## src/rtl/alram_pkg.sv

```systemverilog
// Shared definitions for the polynomial-buffer RAM arbiter family.
// State encoding and requester-id width reused by wider variants.
package alram_pkg;

   typedef enum logic {
      CLR = 1'b0,
      RUN = 1'b1
   } state_t;

   localparam int IDW = 1;

endpackage

```

## src/rtl/alram_arb_rr_arb2.sv

```systemverilog
// Two-input round-robin arbiter; the pointer names the requester that
// wins the next conflict and only moves when both inputs request.
module rr_arb2
   import alram_pkg::*;
(
   input  logic       i_clk,
   input  logic       i_rst,
   input  logic       i_en,
   input  logic [1:0] i_req,
   output logic [1:0] o_gnt
);

   logic r_ptr;

   always_comb begin
      o_gnt = 2'b00;
      if (i_en) begin
         unique case (i_req)
            2'b01:   o_gnt = 2'b01;
            2'b10:   o_gnt = 2'b10;
            2'b11:   o_gnt = r_ptr ? 2'b10 : 2'b01;
            default: o_gnt = 2'b00;
         endcase
      end
   end

   always_ff @(posedge i_clk) begin
      if (i_rst) begin
         r_ptr <= 1'b0;
      end else if (i_en && (i_req == 2'b11)) begin
         r_ptr <= ~r_ptr;
      end
   end

endmodule

```

## src/rtl/alram_arb.sv

```systemverilog
// Arbiter/sequencer for the shared 256b x 32 polynomial buffer RAM:
// clears the RAM, then round-robins each port between two requesters.
module alram_arb
   import alram_pkg::*;
#(
   parameter int WID  = 256,
   parameter int AWID = 5,
   parameter int DEP  = 1 << AWID
) (
   input  logic              i_clk,
   input  logic              i_rst,
   input  logic              i_init,
   output logic              o_busy,
   input  logic [1:0]        i_wr_vld,
   output logic [1:0]        o_wr_rdy,
   input  logic [2*AWID-1:0] i_wr_addr,
   input  logic [2*WID-1:0]  i_wr_data,
   input  logic [1:0]        i_rd_vld,
   output logic [1:0]        o_rd_rdy,
   input  logic [2*AWID-1:0] i_rd_addr,
   output logic [1:0]        o_rd_dval,
   output logic [WID-1:0]    o_rd_data,
   output logic              o_ram_we,
   output logic [AWID-1:0]   o_ram_wa,
   output logic [WID-1:0]    o_ram_wdi,
   output logic [AWID-1:0]   o_ram_ra,
   input  logic [WID-1:0]    i_ram_rdo
);

   state_t              r_state;
   state_t              w_nstate;
   logic [AWID-1:0]     r_clr_cnt;
   logic [AWID-1:0]     w_clr_nxt;
   logic                w_run;
   logic [1:0]          w_wgnt;
   logic [1:0]          w_rgnt;
   logic                w_rhit;
   logic [AWID-1:0]     w_ra_sel;
   logic [AWID-1:0]     r_ra;
   logic [1:0]          r_v;
   logic [IDW-1:0]      r_id0;
   logic [IDW-1:0]      r_id1;

   assign w_run = (r_state == RUN) && !i_rst;

   always_comb begin
      w_nstate  = r_state;
      w_clr_nxt = r_clr_cnt;
      unique case (r_state)
         CLR: begin
            w_clr_nxt = r_clr_cnt + 1'b1;
            if (r_clr_cnt == AWID'(DEP - 1)) begin
               w_nstate  = RUN;
               w_clr_nxt = '0;
            end
         end
         RUN: begin
            if (i_init) begin
               w_nstate  = CLR;
               w_clr_nxt = '0;
            end
         end
         default: w_nstate = CLR;
      endcase
   end

   always_ff @(posedge i_clk) begin
      if (i_rst) begin
         r_state   <= CLR;
         r_clr_cnt <= '0;
      end else begin
         r_state   <= w_nstate;
         r_clr_cnt <= w_clr_nxt;
      end
   end

   rr_arb2 u_warb (
      .i_clk (i_clk),
      .i_rst (i_rst),
      .i_en  (w_run),
      .i_req (i_wr_vld),
      .o_gnt (w_wgnt)
   );

   rr_arb2 u_rarb (
      .i_clk (i_clk),
      .i_rst (i_rst),
      .i_en  (w_run),
      .i_req (i_rd_vld),
      .o_gnt (w_rgnt)
   );

   assign o_wr_rdy = w_wgnt;
   assign o_rd_rdy = w_rgnt;
   assign o_busy   = i_rst || (r_state == CLR);

   always_comb begin
      o_ram_we  = 1'b0;
      o_ram_wa  = '0;
      o_ram_wdi = '0;
      if (!i_rst) begin
         if (r_state == CLR) begin
            o_ram_we = 1'b1;
            o_ram_wa = r_clr_cnt;
         end else if (w_wgnt[1]) begin
            o_ram_we  = 1'b1;
            o_ram_wa  = i_wr_addr[AWID +: AWID];
            o_ram_wdi = i_wr_data[WID +: WID];
         end else if (w_wgnt[0]) begin
            o_ram_we  = 1'b1;
            o_ram_wa  = i_wr_addr[0 +: AWID];
            o_ram_wdi = i_wr_data[0 +: WID];
         end
      end
   end

   // Idle read cycles replay the last address; that RAM output is ignored.
   assign w_rhit   = |w_rgnt;
   assign w_ra_sel = w_rgnt[1] ? i_rd_addr[AWID +: AWID]
                               : i_rd_addr[0 +: AWID];
   assign o_ram_ra = i_rst ? '0 : (w_rhit ? w_ra_sel : r_ra);

   always_ff @(posedge i_clk) begin
      if (i_rst) begin
         r_ra  <= '0;
         r_v   <= 2'b00;
         r_id0 <= '0;
         r_id1 <= '0;
      end else begin
         if (w_rhit) begin
            r_ra <= w_ra_sel;
         end
         r_v   <= {r_v[0], w_rhit};
         r_id0 <= w_rgnt[1];
         r_id1 <= r_id0;
      end
   end

   assign o_rd_dval = (r_v[1] && !i_rst) ? (r_id1[0] ? 2'b10 : 2'b01)
                                         : 2'b00;
   assign o_rd_data = i_ram_rdo;

endmodule

```

## config.mk

```make
export PLATFORM = sky130hd
export DESIGN_NAME = alram_arb
export DESIGN_NICKNAME = d
export VERILOG_FILES = /design/src/rtl/alram_pkg.sv /design/src/rtl/alram_arb_rr_arb2.sv /design/src/rtl/alram_arb.sv
export SDC_FILE = /design/constraint.sdc
export NUM_CORES = 1
export LEC_CHECK = 0
export ABC_AREA = 1
export BUFFER_PORTS_ARGS = -buffer_cell sky130_fd_sc_hd__buf_2
export CAP_MARGIN = 10
export CORE_AREA = 2 2 517 519
export DETAILED_ROUTE_END_ITERATION = 8
export DIE_AREA = 0 0 519 521
export HOLD_SLACK_MARGIN = 0.05
export PLACE_DENSITY = 0.3
export SLEW_MARGIN = 25
export SYNTH_ARGS = -nofsm -noshare
export SYNTH_HDL_FRONTEND = slang
export SYNTH_SLANG_ARGS = --single-unit
```

## constraint.sdc

```tcl
create_clock -name i_clk -period 1.3 [get_ports i_clk]
set_input_delay 0.195 -clock i_clk [delete_from_list [all_inputs] [get_ports i_clk]]
set_output_delay 0.195 -clock i_clk [all_outputs]
set_load 0.1 [all_outputs]
```

## Yosys cells after proc, flatten, opt, wreduce, memory -nomap -nowiden

Index checks and enable logic that the tools add are counted.

- Add/sub/neg operators: 1
- Equal/unequal tests: 8
- Mux-type cells: 29
- Bitwise logic cells: 3
- Reductions and logical operators: 7

Operators by type and width:

| kind | count |
|---|---|
| 256-bit 2-to-1 mux | 4 |
| 5-bit 2-to-1 mux | 9 |
| 2-bit 2-to-1 mux | 6 |
| 2-bit case mux with 3 select lines | 2 |
| 5-bit case mux with 2 select lines | 1 |
| 2-bit == test, second input constant | 4 |
| 1-bit 2-to-1 mux | 6 |
| 5-bit by 1-bit adder with 5-bit output, second input constant | 1 |
| 5-bit == test, second input constant | 1 |
| 2-bit by 1-bit == test with 1-bit output, second input constant | 2 |
| 1-bit logical AND | 4 |
| 1-bit inverter | 3 |
| 2-bit != test, second input constant | 1 |
| 1-bit case mux with 2 select lines | 1 |
| 2-bit OR reduction | 1 |
| 1-bit zero test | 1 |
| 1-bit logical OR | 1 |

- Bits in registers: 17
- Output and inout port bits: 530
- Word-level logic and storage cells: 56

## Longest topological paths before layout

Gate-level depths: netlist of run 1.

- Depth after elaboration: 7
- Gate-level depth with buffers: 8

## By module

Synthesis of run 1 repeated with hierarchy kept, for this count alone.

- Cells, all modules: 992
- Area, all modules: 6,142.1 µm²

Modules (own cells, without submodules):

| module | times used | cells an instance | area each (µm²) | seq. area each (µm²) |
|---|---|---|---|---|
| alram_arb | 1 | 970 | 6,009.5 | 300.3 |
| rr_arb2 | 2 | 11 | 66.3 | 20.0 |

## Least setup slack after synthesis of run 1

OpenSTA, ideal clock, no wires.

- Path kind: input-to-output
- From: input i_rst
- To: output o_rd_rdy[0]
- Arrival time: 2.190 ns
- Required time: 1.105 ns
- Setup slack: -1.085 ns
- Stages on the path: 4
- Buffers on the path: 1
- Path through: buf_2 > inv_1 > nand3_1 > a21oi_1

- Longest elaborated chain between the ends: 3

Ends and longest elaborated chain:

| what | RTL line | text |
|---|---|---|
| from (decl) | alram_arb.sv:11 | `input logic i_rst,` |
| 1-bit zero test | alram_arb.sv:44 | `assign w_run = (r_state == RUN) && !i_rst;` |
| 1-bit logical AND | alram_arb.sv:44 |  |
| 2-bit 2-to-1 mux | alram_arb_rr_arb2.sv:17 | `if (i_en) begin` |
| to (decl) | alram_arb.sv:19 | `output logic [1:0] o_rd_rdy,` |

Every way passes these cells.

## Final worst setup path of run 1

- From: register r_state
- To: output o_ram_wdi[110]

- Longest elaborated chain between the ends: 6

Ends and longest elaborated chain:

| what | RTL line | text |
|---|---|---|
| from (decl) | alram_arb.sv:30 | `state_t r_state;` |
| from (signal assigned) | alram_arb.sv:72 | `r_state <= w_nstate;` |
| 1-bit logical AND | alram_arb.sv:44 |  |
| 2-bit 2-to-1 mux | alram_arb_rr_arb2.sv:17 |  |
| 256-bit 2-to-1 mux | alram_arb.sv:109 | `end else if (w_wgnt[0]) begin` |
| 256-bit 2-to-1 mux | alram_arb.sv:105 | `end else if (w_wgnt[1]) begin` |
| 256-bit 2-to-1 mux * | alram_arb.sv:102 | `if (r_state == CLR) begin` |
| 256-bit 2-to-1 mux * | alram_arb.sv:101 | `if (!i_rst) begin` |
| to (decl) | alram_arb.sv:25 | `output logic [WID-1:0] o_ram_wdi,` |

Mark *: on every way between the ends. The rest lies on a longest branch, timed or not.

==> results of run 1 <==
## placed cells by master, fill, tap and decap left out, types with 10 or more instances in the layout
master / n
inv_1: 10
nand2_1: 184
nand2_4: 98
buf_4: 43
clkbuf_16: 12
buf_2: 538
dfxtp_1: 15
buf_8: 11
buf_12: 268
buf_16: 63
nand3_1: 16
nand2_8: 298
clkinvlp_4: 10
buf_6: 19
nand2_2: 221
nand4_1: 23
## through the flow
stage / setup slack (ns) / utilization / hold slack, ns / cell area (um2)
3_5_place_dp: -0.908 / 0.0844 / 0.391 / 22300
3_3_place_gp: -0.959 / 0.0844 / 0.391 / 22300
4_1_cts: -1.00 / 0.0916 / 0.156 / 24200
6_report: -0.951 / 0.0964 / 0.158 / 25500
2_1_floorplan: -0.366 / - / 0.288 / 11300
5_1_grt: -1.05 / 0.0964 / 0.171 / 25500
## synthesized netlist by cell type
master      n
nand2_1   801
o21ai_0     4
o211a_1     1
buf_2      39
nor2_4      1
o31ai_1     1
buf_6       2
a211oi_1    1
dfxtp_1    17
a21oi_1     7
nor2_1      7
nand3_1    21
clkbuf_1    3
inv_1      22
ha_1        2
nand4_1    23
inv_2       3
buf_4     276
## kinds of logic (layout without fill, tap and decap cells)
kind of cell             count (synthesis)  count (layout)  synth area share
other                                    0               4                 0
AND/OR/NAND/NOR                        853             853             0.537
buffers and inverters                  345             985             0.390
flip-flops                              17              17            0.0555
AO/OA/AOI/OAI                           14              14            0.0131
adder cells (fa/ha/maj)                  2               2           0.00408
## worst paths after layout
path,startpoint,endpoint,slack (ns),depth (start not counted)
setup / recovery,r_state,o_ram_wdi[110],-0.95,11
hold / removal,i_init,r_state,0.16,2
setup reg to reg,r_state,r_ra[1],-0.10,8
hold reg to reg,r_v[0],r_v[1],0.40,2
## final cells by class
class                           count  area (um2)
Antenna cell                        4        10.0
Timing Repair Buffer              951       10700
Sequential cell                    17         345
Fill cell                       30800      239000
Tap cell                         3533        4420
Multi-Input combinational cell    869        9590
Inverter                           25         178
Timing Repair inverter              5         150
Clock buffer                        4        78.8
## sequential cells by signal, indices dropped and copies added (netlist names)
name,cells
r_clr_cnt,5
r_v,2
r_id0,1
u_warb.r_ptr,1
r_state,1
r_ra,5
u_rarb.r_ptr,1
r_id1,1
## repair_timing
action | in CTS | in global routing
setup buffers | 33 | 4
gates resized for setup | 242 | 279
cloned | 19 | 14
setup endpoints to repair | 285 | 287
hold endpoints to repair | 0 | 0
pin swaps | 14 | 19
## worst register-to-register path: stages, from the launching register on
cell	delay, ns
dfxtp_4	0.36
inv_6	0.04
nor2_4	0.19
buf_4	0.15
buf_8	0.16
nand4_1	0.14
nand3_1	0.11
nand2_1	0.08
clkinvlp_4	0.10
## metal layers
layer	global-route usage	vias to the layer above
met1	0.0930	4890
met4	0.0157	8
met3	0.115	154
met2	0.172	1077
li1	-	4752
met5	0.000878	-
## power by group
group	leakage (nW)	total, mW	switching, mW	internal (mW)
Combinational	9.60	1.41	0.760	0.652
Clock	0.0382	0.632	0.215	0.417
Sequential	0.139	0.534	0.00639	0.527
==> results.toml, run 1 <==
[global_route]
grt_max_degree = 39
grt_pass1_wl_mm = 178
overflow = 0
grt_usage = 0.107
grt_pass1_vias = 11600
antenna_found_initial = 44

[detailed_routing]
vias = 10900
route.detailed.wl_per_inst_um = 28.4
ant_nets = 0
met2_wirelength_mm = 69.5
drc = 0
drt-initial-drc-count = 415
avgViaCountPerCell = 2.01
drt-met1-wl_mm = 44.0
finalWirelength_mm = 154
top_layer = "met5"
dr.pass1.iters = 6
met3_length_mm = 37.0

[die]
core_area_um2 = 264000
start_util = 0.0232
chipHeight_um = 521
rows = 189
die_x_um = 519
io_pins = 1325
dieArea_um2 = 270000

[setup_path]
critPathBufInv = 7
path_class = "register to output pin"
startpoint_type = "register"
crit_chain = "inv_6, nor2_4, nand3_4, buf_4, buf_12, clkinv_16, buf_12, buf_16, nand2_2, nand2_8, buf_12"
cp-end-kind = "output pin"
cp.arrival_ns = 2.06
worstPathRequired_ns = 1.11
crit_top_cell = "buf_12"
slowest_stage = "dfxtp_4"
critPathMaxStageDelay_ns = 0.36
cp_max_fo = 9
cp_top_family = "buffers and inverters"

[cts]
cts_buffers = 3
clockRootBuffer = "clkbuf_16"
cts_sinks = 17
cts_hold_buf = 0
cts_max_level = 1
clk_latency_ns = 0.25
cts_tree = "done"
cts.path.max_buffers = 2
path_clk_slew_ns = 0.06

[power]
p_leak_nw = 9.78
power_density_nw_per_um2 = 101
ir_drop_uv = 554
power.total_mw = 2.58

[placed_design]
dpl.hpwl_mm = 139
finalWeightedCongestion = 0.922
port_buffers = 812
place_inst = 5336

[sta]
drv_slew = 0
rsz0062_at_grt = "true"
fmax_ghz = 0.444
fin_crit_sh = 1.73
tns_ns = -231.63
layout_min_cycle_time_ns = 2.25
max_slew.worst_pin.slew_ns = 0.412
relSlewSlack = 0.723
report.final.setup_viol = 287
fin_ws_ns = -0.951
finalHoldViolations = 0
finalClockSkew_ns = 0.00346

[synth]
netlist_area_um2 = 6130
synth_largest_area_cell = "nand2_1"
netlist_instances = 1231
ys_warn_count = 0
synth_top_area_frac = 0.490
synth_nets = 2028
ys_types = 18
yosysSeqAreaShare = 0.0555
ys_ff_latch = 17
ys_top_cells_by_area = "nand2_1, buf_4, dfxtp_1, buf_2, nand4_1"
syn_area_per_cell_um2 = 4.98

[run_status]
status = "finished with violations"
violations = "negative setup slack"

[layout]
nets = 2669
layout-drive-gt1-share = 0.856
synthToLayoutAreaGrowth_pct = 316
fin_cells = 5408

[run]
maxCapViolCount = 0

[hold_path]
hp-class = "input port to register"
Note: power is estimated with default switching activity, not from simulation.
==> run 2, diff against run 1 <==
--- a/config.mk
+++ b/config.mk
@@ -13,7 +13,7 @@
 export DIE_AREA = 0 0 519 521
 export HOLD_SLACK_MARGIN = 0.05
 export PLACE_DENSITY = 0.3
-export SLEW_MARGIN = 25
+export SKIP_LAST_GASP = 1
 export SYNTH_ARGS = -nofsm -noshare
 export SYNTH_HDL_FRONTEND = slang
 export SYNTH_SLANG_ARGS = --single-unit
==> run 2 against run 1 <==
  * Non-clock buffer count up 3
  * Largest power group unchanged
  * Critical endpoint unchanged
  * Clock-buffer cell count is the same
  * Utilization shrank 0.14 points
  * Flip-flop and latch count unchanged
  * The flow still finishes with violations (negative setup slack)
  * Via count increased by 0.54%
  * Largest cell class unchanged
  * Die area is the same
==> results.toml, run 2 (synthesis gave the netlist of run 1 again) <==
[detailed_routing]
finalWirelength_mm = 153
avgViaCountPerCell = 2.02
drt-initial-drc-count = 466
vias = 10900
route.detailed.wl_per_inst_um = 28.4
drc = 0
ant_nets = 0
dr.pass1.iters = 4

[placed_design]
place_ws_ns = -0.908
finalWeightedCongestion = 0.922
port_buffers = 812
dpl.hpwl_mm = 139

[setup_path]
cp-end-kind = "output pin"
crit_chain = "inv_6, nor2_4, nand3_4, buf_4, buf_12, clkinv_16, buf_12, buf_16, nand2_2, nand2_8, buf_12"
path_class = "register to output pin"
cp_max_fo = 9
setup.worst_path.start = "r_state"
reg2reg_from = "r_state"
cp.arrival_ns = 2.06
startpoint_type = "register"
critPathBufInv = 7
slowest_stage = "dfxtp_4"
worstPathRequired_ns = 1.11
critPathMaxStageDelay_ns = 0.36
cp_top_family = "buffers and inverters"
crit_top_cell = "buf_12"

[global_route]
grt_max_degree = 39
grt_pass1_wl_mm = 178
overflow = 0
grt_pass1_vias = 11500
grt_usage = 0.107
antenna_found_initial = 44

[power]
p_leak_nw = 9.51
ir_drop_uv = 553
power_density_nw_per_um2 = 101

[run_status]
violations = "negative setup slack"
status = "finished with violations"

[sta]
finalHoldViolations = 0
fin_crit_sh = 1.73
finalClockSkew_ns = 0.00288
relSlewSlack = 0.716
layout_min_cycle_time_ns = 2.25
drv_slew = 0
report.final.setup_viol = 287
rsz0062_at_grt = "true"
whs_ns = 0.158
max_slew.worst_pin.slew_ns = 0.422
fin_ws_ns = -0.953
fmax_ghz = 0.444

[cts]
clockRootBuffer = "clkbuf_16"
cts_hold_buf = 0
clk_latency_ns = 0.25
cts_tree = "done"
path_clk_slew_ns = 0.06
cts_buffers = 3
cts_max_level = 1
cts.path.max_buffers = 2
cts_sinks = 17

[die]
dieArea_um2 = 270000
start_util = 0.0232
die_x_um = 519
io_pins = 1325
rows = 189
core_area_um2 = 264000
chipHeight_um = 521

[layout]
final_common_cell = "buf_2"
largestRegisters = "r_clr_cnt: 5 flops, r_ra: 5 flops, r_v: 2 flops"
layout_common_cells = "buf_2, nand2_8, buf_12, nand2_1, nand2_2"
layout-drive-gt1-share = 0.813
synthToLayoutAreaGrowth_pct = 310
nets = 2672

[hold_path]
min_from = "i_init"
hp-class = "input port to register"

[run]
maxCapViolCount = 0
==> run 2: power breakdown <==
part	internal [mW]	total, mW	switching [mW]	leakage (nW)
clock network	0.417	0.633	0.216	0.0382
registers	0.527	0.534	0.00639	0.139
logic	0.649	1.37	0.717	9.34
==> run 2: layout make-up <==
cell class / instances / area [um2]
Fill cell: 30800 / 239000
Timing Repair Buffer: 954 / 10800
Multi-Input combinational cell: 869 / 9200
Tap cell: 3533 / 4420
Sequential cell: 17 / 345
Inverter: 25 / 178
Timing Repair inverter: 5 / 150
Clock buffer: 4 / 78.8
Antenna cell: 3 / 7.51
==> run 2: final timing paths <==
check / endpoint / slack [ns] / depth (start not counted)
hold / removal: r_state / 0.16 / 2
setup reg to reg: r_ra[1] / -0.19 / 8
setup / recovery: o_ram_wdi[110] / -0.95 / 11
hold reg to reg: r_v[1] / 0.40 / 2
==> run 2: metrics by stage <==
stage	utilization	total power, mW	std cells	cell area (um2)	setup TNS (ns)
after detailed placement	0.0844	1.82	5336	22300	-185.04
after floorplan	-	4.39	1231	11300	-87.44
after global routing	0.0951	2.67	5408	25100	-266.24
after global placement	0.0844	1.83	5336	22300	-195.09
after CTS	0.0910	2.52	5392	24100	-248.86
final	0.0951	2.53	5410	25100	-234.85
==> run 2: routing by layer <==
metal | vias to the layer above | wire length [um] | global-route usage
met3 | 156 | 36400 | 0.115
met4 | 8 | 3120 | 0.0157
li1 | 4755 | - | -
met5 | - | 71 | 0.000878
met1 | 4939 | 44500 | 0.0928
met2 | 1082 | 69300 | 0.172
==> run 2: what timing repair did <==
| item | CTS | global route |
|---|---|---|
| gates resized for setup | 193 | 192 |
| setup endpoints to repair | 285 | 287 |
| buffers inserted | 33 | 4 |
| pin swaps | 14 | 11 |
| gates cloned | 19 | 13 |
==> run 2: worst reg2reg max path: cells and delay by family, from the launching register on <==
| kind | cells | cell delay, ns |
|---|---|---|
| buffers and inverters | 4 | 0.51 |
| and+or+nand+nor | 4 | 0.55 |
| DFF | 1 | 0.36 |
==> run 3, diff against run 2 <==
--- a/config.mk
+++ b/config.mk
@@ -13,6 +13,7 @@
 export DIE_AREA = 0 0 519 521
 export HOLD_SLACK_MARGIN = 0.05
 export PLACE_DENSITY = 0.3
+export REMOVE_ABC_BUFFERS = 1
 export SKIP_LAST_GASP = 1
 export SYNTH_ARGS = -nofsm -noshare
 export SYNTH_HDL_FRONTEND = slang
==> run 3 against run 2 <==
  * The run still ends with negative setup slack left
  * Hold slack better by 0.035 ns
  * Die area stayed put
  * Power is 2.6% higher
  * Non-clock buffer count is 6 lower
  * Setup slack better by 0.12 ns
  * Cell count is 0.26% higher
  * Critical path depth stayed put
  * First-iteration DRC count grew to 2.5 times the previous value
  * Clock power is 3% higher
  * Register-to-register slack worse by 0.11 ns
  * Highest routed layer unchanged
==> results.toml, run 3 (synthesis gave the netlist of run 1 again) <==
[run_status]
status = "finished with violations"
violations = "negative setup slack"

[power]
power_density_nw_per_um2 = 117
ir_drop_uv = 289
p_leak_nw = 9.57
power.total_mw = 2.60

[layout]
synthToLayoutAreaGrowth_pct = 261
final_area_um2 = 22100
layout-drive-gt1-share = 0.778
layout_common_cells = "buf_2, nand2_1, buf_12, nand2_4, nand2_2"
fillCellCount = 31200
nets = 2662
fin_cells = 5424
largestRegisters = "r_clr_cnt: 5 flops, r_ra: 5 flops, r_v: 2 flops"
final_common_cell = "buf_2"

[setup_path]
startpoint_type = "register"
crit_cells = 11
reg2reg_from = "r_state"
slowest_stage = "dfxtp_2"
cp.arrival_ns = 1.93
critPathMaxStageDelay_ns = 0.33
critPathBufInv = 7
crit_chain = "inv_2, nor2_4, nand3_2, buf_6, inv_16, buf_16, buf_12, buf_12, nand2_4, nand2_4, buf_12"
cp-end-kind = "output pin"
reg2reg_to = "u_rarb.r_ptr"
cp_max_fo = 8
cp_top_family = "buffers and inverters"
r2r_setup_slack_ns = -0.30
setup.worst_path.start = "r_state"
path_class = "register to output pin"
crit_top_cell = "buf_12"
worstPathRequired_ns = 1.11
rr_worst_depth = 9
endpoint = "o_ram_wdi[71]"

[die]
rows = 189
start_util = 0.0232
die_x_um = 519
core_area_um2 = 264000
io_pins = 1325
dieArea_um2 = 270000
chipHeight_um = 521

[global_route]
grt_pass1_vias = 11500
grt_max_degree = 32
grt_pass1_wl_mm = 322
overflow = 0
grt_usage = 0.210
antenna_found_initial = 232

[cts]
cts_tree = "done"
clockRootBuffer = "clkbuf_16"
clk_latency_ns = 0.26
cts_sinks = 17
cts_buffers = 3
path_clk_slew_ns = 0.05
cts_max_level = 1
cts.path.max_buffers = 2

[sta]
relSlewSlack = 0.732
layout_min_cycle_time_ns = 2.13
fin_ws_ns = -0.828
drv_slew = 0
fin_crit_sh = 1.64
tns_ns = -200.11
rsz0062_at_grt = "true"
report.final.setup_viol = 275
fmax_ghz = 0.470
max_slew.worst_pin.slew_ns = 0.403
finalClockSkew_ns = 0.00447
finalHoldViolations = 0

[placed_design]
dpl.hpwl_mm = 272
finalWeightedCongestion = 0.846
place_area_um2 = 17300
place_inst = 5325
port_buffers = 812
place_ws_ns = -1.02

[detailed_routing]
drc = 0
vias = 13500
finalWirelength_mm = 299
ant_nets = 0
dr.pass1.iters = 7
drt-initial-drc-count = 1174
avgViaCountPerCell = 2.48
route.detailed.wl_per_inst_um = 55.1

[run]
maxCapViolCount = 0

[hold_path]
hp-class = "input port to register"
-- run 3: cell types whose count changed in the layout (fill, tap and decap cells not counted), moves of 6 or more --
cell,previous run,this run
diode_2,3,27
buf_12,266,313
nand3_2,2,8
nand2_2,171,156
clkbuf_16,13,22
buf_4,52,31
nand2_4,72,276
buf_16,65,25
inv_2,1,12
nand2_8,294,28
nand2_1,264,341
clkinvlp_4,10,1
-- run 3: per-stage QoR --
step / utilization / hold slack (ns)
final: 0.0837 / 0.193
after global routing: 0.0835 / 0.196
after CTS: 0.0735 / 0.186
after detailed placement: 0.0654 / 0.398
after global placement: 0.0654 / 0.393
after floorplan: - / 0.264
-- run 3: what timing repair did --
item                       4_1_cts  5_1_grt
setup endpoints to repair      280      287
setup buffers                   22       16
pin swaps                       35      160
gates cloned                    19       22
resized for setup              344      592
hold buffers                     0        0
-- run 3: power by group --
group          internal, mW  switching, mW
Sequential            0.530        0.00639
Combinational         0.663          0.749
Clock                 0.413          0.236
Total                  1.61          0.991
-- run 3: final cells by class --
type                    instances  area, um2  area share
well taps                    3533       4420       0.200
diodes                         27       67.6     0.00305
inverters                      25        145     0.00656
repair buffers                948      10600       0.481
clock inverters                 1       5.00    0.000226
flip-flops and latches         17        345      0.0156
clock buffers                   3       75.1     0.00339
multi-input cells             869       6420       0.290
repair inverters                1       16.3    0.000735
-- run 3: routing by layer --
| layer | GRT usage | vias to the layer above | routed length, um |
|---|---|---|---|
| met3 | 0.220 | 480 | 65900 |
| met1 | 0.188 | 6027 | 92900 |
| met2 | 0.331 | 2151 | 131000 |
| met4 | 0.0153 | 50 | 5350 |
| li1 | - | 4763 | - |
| met5 | 0.0948 | - | 3810 |
-- run 3: how the worst min path moves through the flow --
stage / depth (start not counted) / end / start / slack (ns)
floorplan: 1 / r_clr_cnt[1] / i_rst / 0.26
global placement: 2 / r_id1 / r_id0 / 0.39
detailed placement: 2 / r_id1 / r_id0 / 0.40
CTS: 2 / r_state / i_init / 0.19
global route: 2 / r_state / i_init / 0.20
finish: 2 / r_state / i_init / 0.19
